### config.mk
export PLATFORM = sky130hd
export DESIGN_NAME = uart_echo_responder
export DESIGN_NICKNAME = d
export VERILOG_FILES = /design/src/rtl/uart_echo_responder.sv
export SDC_FILE = /design/constraint.sdc
export NUM_CORES = 1
export LEC_CHECK = 0
export ABC_AREA = 0
export CORE_MARGIN = 4
export CORE_UTILIZATION = 58
export CTS_CLUSTER_SIZE = 40
export DETAILED_ROUTE_END_ITERATION = 10
export PLACE_DENSITY_LB_ADDON = 0.15
export SYNTH_ARGS = -nofsm -noshare
export SYNTH_HDL_FRONTEND = slang
export SYNTH_SLANG_ARGS = --single-unit
### constraint.sdc
create_clock -name clk -period 3.7 [get_ports clk]
set_clock_uncertainty 0.2 [all_clocks]
set_input_delay 0.37 -clock clk [delete_from_list [all_inputs] [get_ports clk]]
set_output_delay 0.37 -clock clk [all_outputs]
set_load 0.01 [all_outputs]
### src/rtl/uart_echo_responder.sv
// UART echo responder: captures received bytes into a small FIFO and offers them to the transmitter.
// Define UART_ECHO_ERR_FILTER_EN to drop (but still count) bytes received with a framing error.
module uart_echo_responder #(
  parameter int DATA_BITS  = 8,
  parameter int FIFO_DEPTH = 4
) (
  input  logic                          clk,
  input  logic                          rst,
  input  logic                          rx_ready,
  input  logic [DATA_BITS-1:0]          rx_data,
  input  logic                          rx_error,
  input  logic                          tx_ready,
  output logic [DATA_BITS-1:0]          tx_data,
  output logic                          tx_valid,
  output logic [$clog2(FIFO_DEPTH):0]   fifo_count,
  output logic                          overflow,
  output logic [7:0]                    err_count
);
  localparam int PW = $clog2(FIFO_DEPTH);
  localparam int CW = PW + 1;
  localparam logic [CW-1:0] DEPTH_C = CW'(FIFO_DEPTH);

  typedef enum logic [1:0] {IDLE, SEND, WAIT_IDLE} state_t;

  state_t                 state, state_nxt;
  logic [DATA_BITS-1:0]   mem [FIFO_DEPTH];
  logic [PW-1:0]          head, tail;
  logic                   rx_prev, rx_edge, wr_ok, full, push, pop, load;

  assign rx_edge = rx_ready & ~rx_prev;
  assign full    = (fifo_count == DEPTH_C);
`ifdef UART_ECHO_ERR_FILTER_EN
  assign wr_ok   = ~rx_error;
`else
  assign wr_ok   = 1'b1;
`endif
  // A pop in the same cycle frees the head slot, so a full buffer can still accept.
  assign push    = rx_edge & wr_ok & (~full | pop);

  always_comb begin
    state_nxt = state;
    load      = 1'b0;
    pop       = 1'b0;
    case (state)
      IDLE: if (fifo_count != '0 && tx_ready) begin
        load      = 1'b1;
        state_nxt = SEND;
      end
      SEND: if (!tx_ready) begin
        pop       = 1'b1;
        state_nxt = WAIT_IDLE;
      end
      WAIT_IDLE: if (tx_ready) state_nxt = IDLE;
      default: state_nxt = IDLE;
    endcase
  end

  always_ff @(posedge clk) begin
    if (rst) begin
      state      <= IDLE;
      rx_prev    <= 1'b0;
      head       <= '0;
      tail       <= '0;
      fifo_count <= '0;
      tx_data    <= '0;
      tx_valid   <= 1'b0;
      overflow   <= 1'b0;
      err_count  <= '0;
    end else begin
      state   <= state_nxt;
      rx_prev <= rx_ready;
      if (push) tail <= tail + 1'b1;
      if (pop)  head <= head + 1'b1;
      case ({push, pop})
        2'b10:   fifo_count <= fifo_count + 1'b1;
        2'b01:   fifo_count <= fifo_count - 1'b1;
        default: fifo_count <= fifo_count;
      endcase
      if (load) begin
        tx_data  <= mem[head];
        tx_valid <= 1'b1;
      end else if (pop) begin
        tx_valid <= 1'b0;
      end
      if (rx_edge && wr_ok && full && !pop) overflow <= 1'b1;
      if (rx_edge && rx_error && err_count != 8'hFF) err_count <= err_count + 1'b1;
    end
  end

  // Storage needs no reset; occupancy is tracked by the pointers and count.
  always_ff @(posedge clk) begin
    if (!rst && push) mem[tail] <= rx_data;
  end
endmodule

After elaboration in Yosys (flattened, before gate mapping)
Memories as Yosys holds them, arrays and structs flattened. A register that Yosys moved wholly into a read port is not among the register bits.
Cells that the tools add are included.

operators by class
  add/sub/neg operators = 5
  equality and inequality tests = 9
  mux-type cells = 13
  bitwise gates (word level) = 5
  reductions and logical operators = 13

operators by type and width
  operator                                             count
  adder 8 x 1 -> 8 bit, second input constant          1
  2-to-1 mux 1 bit                                     8
  != test 8 bit, second input constant                 1
  logical AND 1 bit                                    6
  2-to-1 mux 2 bit                                     3
  != test 2 bit, second input constant                 3
  one-hot mux 2 bit (3 select lines)                   1
  one-hot mux 3 bit (2 select lines)                   1
  adder 2 x 1 -> 2 bit, second input constant          2
  equality test 2 x 1 -> 1 bit, second input constant  2
  equality test 2 bit, second input constant           2
  nonzero test 2 bit                                   2
  adder 3 x 1 -> 3 bit, second input constant          1
  equality test 3 bit, second input constant           1
  AND reduction 3 bit                                  1
  nonzero test 3 bit                                   1
  subtractor 3 x 1 -> 3 bit, second input constant     1
  AND 1 bit                                            2
  logical NOT 1 bit                                    2
  logical NOT 2 bit                                    1
  NOT 1 bit                                            2
  OR 1 bit                                             1

word-level totals
  bits in registers = 20
  bits in writable memories = 32
  input bits = 13
  output and inout bits = 21
  memories kept = 1

memory list
  name  words  bits a word  rd ports  clocked after memory_dff  write ports  line  RTL
  mem   4      8            1         1                         1            26    logic [DATA_BITS-1:0] mem [FIFO_DEPTH];

Longest topological paths before layout
  depth in word-level cells = 7
  gate-level depth with buffers = 6

Worst setup path after synthesis
OpenSTA, ideal clock, no wires.

  kind = reg2reg
  start = reg state[0]
  end = reg fifo_count[2]
  library setup time = 0.123 ns
  arrival time = 1.810 ns
  data required time = 3.377 ns
  path slack = 1.566 ns
  cell stages (with the launch flop) = 7
  path buffers = 0
  period minus slack after synthesis = 2.134 ns
  cell sequence = dfxtp_1 -> or3b_4 -> nor2_8 -> inv_1 -> fa_1 -> mux2i_1 -> mux2_1

between the ends
  cells in the longest elaborated chain, start to end = 6
  elaborated cells between the ends (all ways) = 8

ends and longest elaborated chain
  element                                                                          line  RTL
  from (decl)                                                                      25    state_t state, state_nxt;
  from (signal assigned)                                                           70    state <= state_nxt;
  equality test 2 x 1 -> 1 bit (*)                                                 44    case (state)
  2-to-1 mux 1 bit (*)                                                             44
  OR 1 bit                                                                         38    assign push = rx_edge & wr_ok & (~full | pop);
  AND 1 bit                                                                        38
  equality test 2 x 1 -> 1 bit / equality test 2 bit (equally long branches)       74    case ({push, pop})
  one-hot mux 3 bit (2 select lines) / nonzero test 2 bit (equally long branches)  -
  to (signal assigned)                                                             75    2'b10: fifo_count <= fifo_count + 1'b1;
  to (signal assigned)                                                             76    2'b01: fifo_count <= fifo_count - 1'b1;
  to (signal assigned)                                                             77    default: fifo_count <= fifo_count;
  to (decl)                                                                        15    output logic [$clog2(FIFO_DEPTH):0] fifo_count,

Every way passes the cells marked *; elsewhere a longest branch is shown, timed or not.
A chain may end at the register's enable or synchronous reset.

Worst setup path after layout
  start = in tx_ready
  end = reg fifo_count[2]

between the ends
  cells in the longest elaborated chain, start to end = 6
  elaborated cells between the ends (all ways) = 8

ends and longest elaborated chain
  element                                                                          line  RTL
  from (decl)                                                                      12    input logic tx_ready,
  2-to-1 mux 1 bit (*)                                                             49    SEND: if (!tx_ready) begin
  2-to-1 mux 1 bit (*)                                                             44
  OR 1 bit                                                                         38
  AND 1 bit                                                                        38
  equality test 2 x 1 -> 1 bit / equality test 2 bit (equally long branches)       74
  one-hot mux 3 bit (2 select lines) / nonzero test 2 bit (equally long branches)  -

Marked as above.

==> impl_metrics.yaml <==
sta:
  timing.hold.ws_ns: 0.293
  timing.fmax_mhz: 420
  worst_slew_margin_rel_pct: 56.9
  worst_pin_slew_ns: 0.645
  finalHoldViolations: 0
  rsz0062_at_grt: "false"
  setup_violations: 0
  setup_tns_ns: 0
  slew_violations: 0
  post-route-period-util_pct: 64.3
  fin_crit_ns: 2.38
placed_design:
  place_hpwl_microns: 3090
  placedCellCount: 260
  port_buffers: 33
  gp_congestion: 0.818
pwr:
  p_per_area_nw_per_um2: 519
  worst_ir_drop_vdd_v: 0.000365
  power_leakage_nw: 1.07
detailed_routing:
  routed_wl_microns: 4830
  drt-wirelength-per-cell_microns: 17.5
  vias: 1582
  firstDrtPassIters: 5
  ant_nets: 0
  avgViaCountPerCell: 5.73
  route.detailed.drc: 0
  drt_iter0_markers: 75
floorplan:
  dieArea_sq_um: 5350
  chipWidth_microns: 73.2
  io_pins: 34
  num_rows: 23
  start_util_pct: 60.7
  dieHeight_microns: 73.2
  coreArea_sq_um: 4060
cts:
  cts.sinks: 60
  cts_buffers: 9
  htree_levels: 3
  clockBufferDepth: 2
  cts_tree: "yes"
  post_cts_buffers: 0
  holdBufCountCts: 0
  clk_latency_ns: 0.32
  cts_resized: 0
  path_clk_slew_ns: 0.06
  cts_root_buffer: "clkbuf_8"
global_routing:
  grt_pass1_wl_microns: 8050
  grt_overflow_total: 0
  grt_pass1_vias: 1617
  grt_util_all_layers_pct: 20.7
  antenna_found_initial: 0
  grt_max_degree: 33
critical_path:
  end_kind: "flop"
  critical_path_class: "in2reg"
  start_kind: "primary input"
  critPathRequiredTime_ns: 3.71
  crit_arrival_ns: 2.39
  critPathMaxFanout: 6
job:
  maxCapViolCount: 0
yosys:
  ys_warn_count: 0
  yosysSeqAreaShare_pct: 61.8
  synth_cell_types: 41
  ys.flop_type: "edfxtp_1"
  async_flop_share_pct: 0
  synth_nets: 200
  synth_seq_cells: 60
  synth_area_sq_um: 2460
  synth_edf_count: 32
  syn_inst: 181
  postSynthAreaPerCell_sq_um: 13.6
finish:
  fin_cells: 276
  final_nets: 240
  nFillCells: 247
  antenna_cells: 0
  drive_gt1_share_pct: 13.7
  area_delta_synth_final_pct: 25.3
worst_hold_path:
  hold_class: "reg2reg"
status:
  status: "completed"
==> cells in the final DEF, fill, tap and decap left out, types with 2 or more instances in the layout <==
master / Yosys / layout
nor2b_1: 4 / 4
ha_1: 5 / 5
dfxtp_1: 28 / 28
mux2i_1: 12 / 12
nor3_1: 10 / 10
xnor2_1: 3 / 3
o21a_1: 2 / 2
buf_4: 0 / 2
nor2_1: 23 / 23
xor2_1: 3 / 3
a21oi_1: 2 / 2
edfxtp_1: 32 / 32
clkdlybuf4s50_1: 0 / 33
nand3_1: 2 / 2
bufinv_16: 0 / 3
clkbuf_8: 0 / 10
o41ai_1: 2 / 2
and2_1: 4 / 4
nand2_1: 4 / 4
mux4_2: 8 / 8
o21ai_0: 2 / 2
inv_1: 6 / 6
nand4_1: 2 / 2
nand2b_1: 3 / 3
==> through the flow <==
stage / utilization [%] / instance area [sq um] / setup slack (ns) / total power [mW]
global route: 76.1 / 3090 / 1.24 / 1.67
detailed placement: 70.2 / 2850 / 1.01 / 0.914
finish: 76.1 / 3090 / 1.32 / 1.60
global placement: 70.2 / 2850 / 1.06 / 0.906
floorplan: - / 2460 / 1.57 / 0.847
CTS: 76.1 / 3090 / 1.33 / 1.61
==> final cells by class <==
type	count	area (sq um)	share of cell area (%)
timing repair buffer	35	345	11.2
clock inverter	5	98.8	3.20
multi-input combinational	109	895	29.0
clock buffer	11	141	4.58
inverter	6	22.5	0.730
tap	50	62.6	2.03
sequential	60	1520	49.3
==> sequential cells by signal, summed over array words and instances (netlist names) <==
register	flops
head	2
state	2
fifo_count	3
rx_prev	1
overflow	1
tail	2
err_count	8
mem	32
tx_valid	1
tx_data	8
==> logic make-up (layout without fill, tap and decap cells) <==
kind of cell	Yosys count	count (layout)	synth area share (%)
AO/OA/AOI/OAI	13	13	3.91
XOR/XNOR	6	6	2.13
adder cells (fa/ha/maj)	6	6	3.35
buffers and inverters	12	57	1.93
flip-flops	60	60	61.8
multiplexers	21	21	12.6
AND/OR/NAND/NOR	63	63	14.3
==> synthesized netlist by cell type (all sizes together), types with 3 or more instances <==
cell type | count | share of area (%)
mux4 | 8 | 7.3
xor2 | 3 | 1.1
nand2b | 3 | 0.76
inv | 6 | 0.91
xnor2 | 3 | 1.1
nor3 | 11 | 2.4
buf | 3 | 0.56
a21oi | 3 | 0.76
ha | 5 | 2.5
mux2i | 12 | 4.9
dfxtp | 28 | 23
and2 | 4 | 1.0
nand2 | 4 | 0.61
nor2 | 24 | 4.3
edfxtp | 32 | 39
clkbuf | 3 | 0.46
nor2b | 4 | 1.0
==> worst paths after layout <==
kind              startpoint            end  slack, ns  depth (start not counted)
setup / recovery    tx_ready  fifo_count[2]       1.32                          7
hold / removal      overflow       overflow       0.29                          2
setup reg to reg    state[0]  fifo_count[2]       1.44                          6
hold reg to reg     overflow       overflow       0.29                          2
==> worst max-delay path, stage by stage <==
cell and delay (ns):
clkdlybuf4s50_1 0.47, or3b_4 0.46, nor2_8 0.13, inv_1 0.06
fa_1 0.39, mux2i_1 0.17, mux2_1 0.33
==> report_power, final <==
group          internal (mW)  total, mW  switching [mW]  leakage, nW
clock network          0.463      0.702           0.239        0.121
logic                 0.0800      0.149          0.0694        0.435
registers              0.728      0.751          0.0229        0.518
==> metal layers <==
metal | global-route usage, % | part of all wire (%) | vias up
met5 | 0 | 0 | -
met4 | 7.38 | 1.9 | 0
met3 | 6.75 | 4.3 | 13
met2 | 33.9 | 51 | 45
met1 | 25.7 | 43 | 782
li1 | - | - | 742
No activity file was read; power rests on OpenSTA's default activity.
